## src/rtl/dstack_resp.sv

```systemverilog
// Data-stack responder: cached TOS register plus a register array for the
// cells below it; ports clk/rst/op/vi in, tos/nos/depth/empty/full/ovf/udf out.
module dstack_resp #(
  parameter  int DSZ   = 32,
  parameter  int DEPTH = 64,
  localparam int SSZ   = $clog2(DEPTH) + 1
) (
  input  logic           clk,
  input  logic           rst,
  input  logic [1:0]     op,
  input  logic [DSZ-1:0] vi,
  output logic [DSZ-1:0] tos,
  output logic [DSZ-1:0] nos,
  output logic [SSZ-1:0] depth,
  output logic           empty,
  output logic           full,
  output logic           ovf,
  output logic           udf
);

  localparam int AW = $clog2(DEPTH);

  logic [DSZ-1:0] r_t;
  logic [SSZ-1:0] r_depth;
  logic           r_ovf;
  logic           r_udf;
  logic [DSZ-1:0] r_ram [DEPTH-1];

  logic           w_push;
  logic           w_pop;
  logic           w_load;
  logic           w_empty;
  logic           w_full;
  logic           w_ge2;
  logic [SSZ-1:0] w_dm1;
  logic [SSZ-1:0] w_dm2;
  logic [AW-1:0]  w_wa;
  logic [AW-1:0]  w_ra;
  logic [DSZ-1:0] w_rd;

  assign w_push  = (op == 2'b01);
  assign w_pop   = (op == 2'b10);
  assign w_load  = (op == 2'b11);
  assign w_empty = (r_depth == '0);
  assign w_full  = (r_depth == SSZ'(DEPTH));
  assign w_ge2   = (r_depth >= SSZ'(2));
  assign w_dm1   = r_depth - SSZ'(1);
  assign w_dm2   = r_depth - SSZ'(2);
  // Low bits suffice: a write needs depth<=DEPTH-1, a used read depth>=2.
  assign w_wa    = w_dm1[AW-1:0];
  assign w_ra    = w_dm2[AW-1:0];
  assign w_rd    = r_ram[w_ra];

  always_ff @(posedge clk) begin
    if (rst) begin
      r_t     <= '0;
      r_depth <= '0;
      r_ovf   <= 1'b0;
      r_udf   <= 1'b0;
    end else begin
      unique case (1'b1)
        w_push: begin
          if (w_full) begin
            r_ovf <= 1'b1;
          end else begin
            r_t     <= vi;
            r_depth <= r_depth + SSZ'(1);
          end
        end
        w_pop: begin
          if (w_empty) begin
            r_udf <= 1'b1;
          end else begin
            r_t     <= w_ge2 ? w_rd : '0;
            r_depth <= w_dm1;
          end
        end
        w_load: begin
          if (w_empty) r_udf <= 1'b1;
          else         r_t   <= vi;
        end
        default: ;
      endcase
    end
  end

  // Array has no reset; its contents are only read below depth.
  always_ff @(posedge clk) begin
    if (!rst && w_push && !w_full && !w_empty) begin
      r_ram[w_wa] <= r_t;
    end
  end

  assign tos   = w_empty ? '0 : r_t;
  assign nos   = w_ge2 ? w_rd : '0;
  assign depth = r_depth;
  assign empty = w_empty;
  assign full  = w_full;
  assign ovf   = r_ovf;
  assign udf   = r_udf;

endmodule

```

## config.mk

```make
export PLATFORM = sky130hd
export DESIGN_NAME = dstack_resp
export DESIGN_NICKNAME = d
export VERILOG_FILES = /design/src/rtl/dstack_resp.sv
export SDC_FILE = /design/constraint.sdc
export NUM_CORES = 2
export LEC_CHECK = 0
export ABC_AREA = 0
export BUFFER_PORTS_ARGS = -buffer_cell sky130_fd_sc_hd__buf_2
export CELL_PAD_IN_SITES_DETAIL_PLACEMENT = 0
export CELL_PAD_IN_SITES_GLOBAL_PLACEMENT = 1
export CORE_MARGIN = 5
export CORE_UTILIZATION = 60
export DETAILED_ROUTE_END_ITERATION = 10
export PLACE_DENSITY = 0.92
export SYNTH_ARGS = -nofsm -noshare
export SYNTH_HDL_FRONTEND = slang
export SYNTH_SLANG_ARGS = --single-unit
```

## constraint.sdc

```tcl
create_clock -name clk -period 9.3 [get_ports clk]
set_clock_uncertainty 0.05 [all_clocks]
set_input_delay 0.93 -clock clk [delete_from_list [all_inputs] [get_ports clk]]
set_output_delay 0.93 -clock clk [all_outputs]
set_load 0.05 [all_outputs]
```

==> run summary <==
The ratio of routed vias to standard cells is 7.345, and the violation count after the first detailed-route iteration is 8497. Met1 capacity usage during global routing: 0.4164. The post-synthesis async set-or-reset flop share is 0. Post-CTS timing repair inserted 0 buffers for setup.

TritonCTS built the clock tree. Final number of max-transition violations: 3. The checks that failed: max-capacitance violations, max-slew violations.

The starting density of the core was 0.6037. The floorplan step set the die width to 376.4 um. The mean instance size in the synthesized netlist works out to 20.48 sq um.

The kind of start point of the critical path is a flip-flop. The arrival time at the worst endpoint is 7.06 ns. Fraction of power spent switching nets: 0.2821. The clock passes through at most 3 buffers. Synthesis produced 3933 cells. For the wire length of the first global-routing pass, the log shows 327000 um. The worst-skew pair later-pin latency is 0.84 ns. Port buffering added 110 buffers.

Synthesis instantiated 79 different standard cells from the library. In this run the power density over the cells is 247.7 nW/um^2. The share of layout cells above drive strength 1 is 0.2662, and the maximum vdd drop is 0.0001783 V. Internal power comes to 16.01 mW. The H-tree was split into 4 levels. Detailed placement ended at an HPWL of 122900 um. The initial antenna violation count is 14, and the final routed wire length divided by cell count is 38.00 um.

The fraction of power consumed by sequential logic was 0.474; the post-cts hold buffer count was 0. Counting every net in the synthesized netlist gives 3975. Data on the critical path is required at its endpoint by 8.32 ns.

By startpoint and endpoint, the worst setup path is classified as flip-flop to output port. After global routing, the most crowded layer is met2. The largest fanout on the critical path was 45; the period utilization was 0.8640. The share of total power in the clock network was 0.348. At the end of routability-driven placement, the weighted congestion stood at 0.9049. The run gives 0.6744 as the core utilization of the finished layout. The worst slew slack as a fraction of its limit is -0.09919, and the met2 usage is 0.5076.

The flow ran to the end, but the final reports show violations. The worst hold-check path type is input pin to flip-flop. The flip-flop and latch count after synthesis works out to 2057. The number of cells in the design after placement was 5734.

The total clock buffers created by CTS is 189, and the worst setup slack before clock tree synthesis is 2.719 ns. The number of clock sinks was 2057; the clock period minus final worst setup slack was 8.035 ns. Gates resized during post-CTS repair numbered 0. The die is 376.4 um tall. The tools report the detailed-routing iteration count for the pre-antenna-repair pass as 10. Area enclosed by the die boundary: 141700 sq um.

For this run, the number of Yosys warnings is 0. For the final routed database, the setup TNS stands at 0 ns. Excluding fillers, the count of instances in the completed layout stands at 6088.

Compared with the post-synthesis result, the final layout area differs by 11.71%. For the post-synthesis sequential area ratio, the log shows 0.7616. The worst setup path is captured at an output port. In this run the static leakage power is 28.66 nW. The clock slew seen by the registers of the worst setup and hold paths is 0.07 ns. Setup repair after global routing left no endpoint under its margin.

After floorplanning, the core was divided into 134 placement rows. The logs give 0 for the post-route antenna net violation count and 6.291 mW for the power dissipated by switching net loads. Setup violations remaining at the end of the flow were counted as 0. The number of global-route vias before repair came out at 44439. For the global-route track usage on met3, the log shows 0.1020. Pin count of the biggest net entering global routing: 147.

The run gives 1.265 ns as the final critical-path setup slack. The clock root buffer is clkbuf_16. For this design the top-level I/O count stands at 111. The tools report the post-synth design cell area as 80560 sq um.

The total overflow left after global routing is 0. Timing would allow up to 0.1245 GHz. Slew of the pin with the lowest slew margin: 1.639 ns.

The final route contains 44714 vias. For the final count of hold timing violations, the log shows 0. The total chip power is 22.30 mW, and the area of the core is 133500 sq um. The total routing resource utilization after global routing is 0.3277, and the total routed wirelength is 231300 um. The net count of the finished layout is 4199. For this run, design rule violations remaining after detail routing come to 0. For this run, the leading register cell type out of synthesis is edfxtp_1. Yosys mapped a number of flops with a built-in enable equal to 2016. The reported max-cap violation count is 1, and the combinational power share is 0.178.
sequential cells by signal, summed over array words and instances, names as in the netlist:
register  cells
r_ram      2016
r_t          32
ovf           1
depth         7
udf           1
power groups by stage:
| stage | Sequential, mW | Combinational (mW) | Clock, mW |
|---|---|---|---|
| after floorplan | 10.9 | 2.29 | 0 |
| after global placement | 10.8 | 3.71 | 0 |
| after detailed placement | 10.8 | 3.78 | 0 |
| after CTS | 10.6 | 3.86 | 7.77 |
| after global routing | 10.6 | 4.06 | 8.22 |
| final | 10.6 | 3.97 | 7.75 |
stage by stage:
stage	hold WS (ns)	instance area [sq um]
2_1_floorplan	0.6730	80560
3_3_place_gp	0.3949	83860
3_5_place_dp	0.4181	83860
4_1_cts	0.3608	89970
5_1_grt	0.3932	89970
6_report	0.4035	90000
final cells by class:
cell class,instances,area [sq um]
sequential,2057,61410
fill,7674,43460
multi-input combinational,1634,18390
clock buffer,239,5020
tap,1768,2212
timing repair buffer,265,1814
clock inverter,103,1086
inverter,10,37.54
antenna,12,30.03
critical path, cell delays in order (launching register included):
cell       delay (ns)
dfxtp_4          0.58
inv_2            0.12
buf_4            0.46
ha_1             0.77
xor2_4           0.97
buf_4            0.44
nand2_1          0.08
a2111oi_0        0.64
a311oi_1         0.22
a211oi_1         1.40
buf_2            0.46
path summary, 6_finish.rpt:
path         cells after the start  startpoint  slack, ns      end
min reg2reg                      2         udf       0.45      udf
max reg2reg                     10    depth[1]       3.18   r_t[3]
max                             10    depth[1]       1.26   nos[3]
min                              4      vi[17]       0.40  r_t[17]
cell usage in the layout, fill, tap and decap left out, drive strengths merged, types with 42 or more instances in the layout:
cell type	n
a21oi	93
nand2	303
buf	265
mux2i	122
mux4	475
nand3	55
clkinv	67
a2111oi	45
and2	45
edfxtp	2016
nor2	146
and3	42
clkbuf	239
synth_stat cells (7+ instances only):
cell | count | area [sq um]
a2111oi_0 | 36 | 315.3
a2111oi_2 | 7 | 105.1
a211oi_1 | 33 | 247.7
a21oi_1 | 92 | 460.4
a221o_1 | 7 | 70.07
a22oi_1 | 18 | 135.1
a311oi_1 | 15 | 131.4
a31oi_1 | 12 | 75.07
a32o_1 | 9 | 90.09
and2_1 | 45 | 281.5
and3_1 | 42 | 262.8
buf_1 | 17 | 63.81
buf_2 | 74 | 370.4
buf_4 | 42 | 315.3
buf_6 | 20 | 225.2
clkbuf_1 | 72 | 270.3
dfxtp_1 | 41 | 820.8
edfxtp_1 | 2016 | 60540
inv_1 | 7 | 26.28
mux2i_1 | 122 | 1221
mux4_2 | 475 | 10700
nand2_1 | 303 | 1137
nand2b_1 | 10 | 62.56
nand3_1 | 55 | 275.3
nor2_1 | 145 | 544.3
nor2b_1 | 11 | 68.82
nor3_1 | 20 | 100.1
o2111ai_1 | 11 | 96.34
o211ai_1 | 7 | 52.55
o21ai_0 | 9 | 45.04
o22ai_1 | 18 | 112.6
o2bb2ai_1 | 19 | 166.4
o32ai_1 | 8 | 70.07
xnor2_1 | 11 | 96.34
logic make-up after synthesis:
| group | Yosys count | synth area share |
|---|---|---|
| multiplexers | 601 | 0.1485 |
| flip-flops | 2057 | 0.7616 |
| AND/OR/NAND/NOR | 653 | 0.03617 |
| adder cells (fa/ha/maj) | 6 | 0.0009318 |
| buffers and inverters | 242 | 0.01719 |
| AO/OA/AOI/OAI | 359 | 0.03386 |
| XOR/XNOR | 15 | 0.001724 |
per-layer routing:
metal | vias up | routed length [um]
li1 | 16739 | -
met1 | 22455 | 72890
met2 | 4527 | 108100
met3 | 981 | 33090
met4 | 12 | 17130
met5 | - | 74
Power figures use the tool's default switching activity.
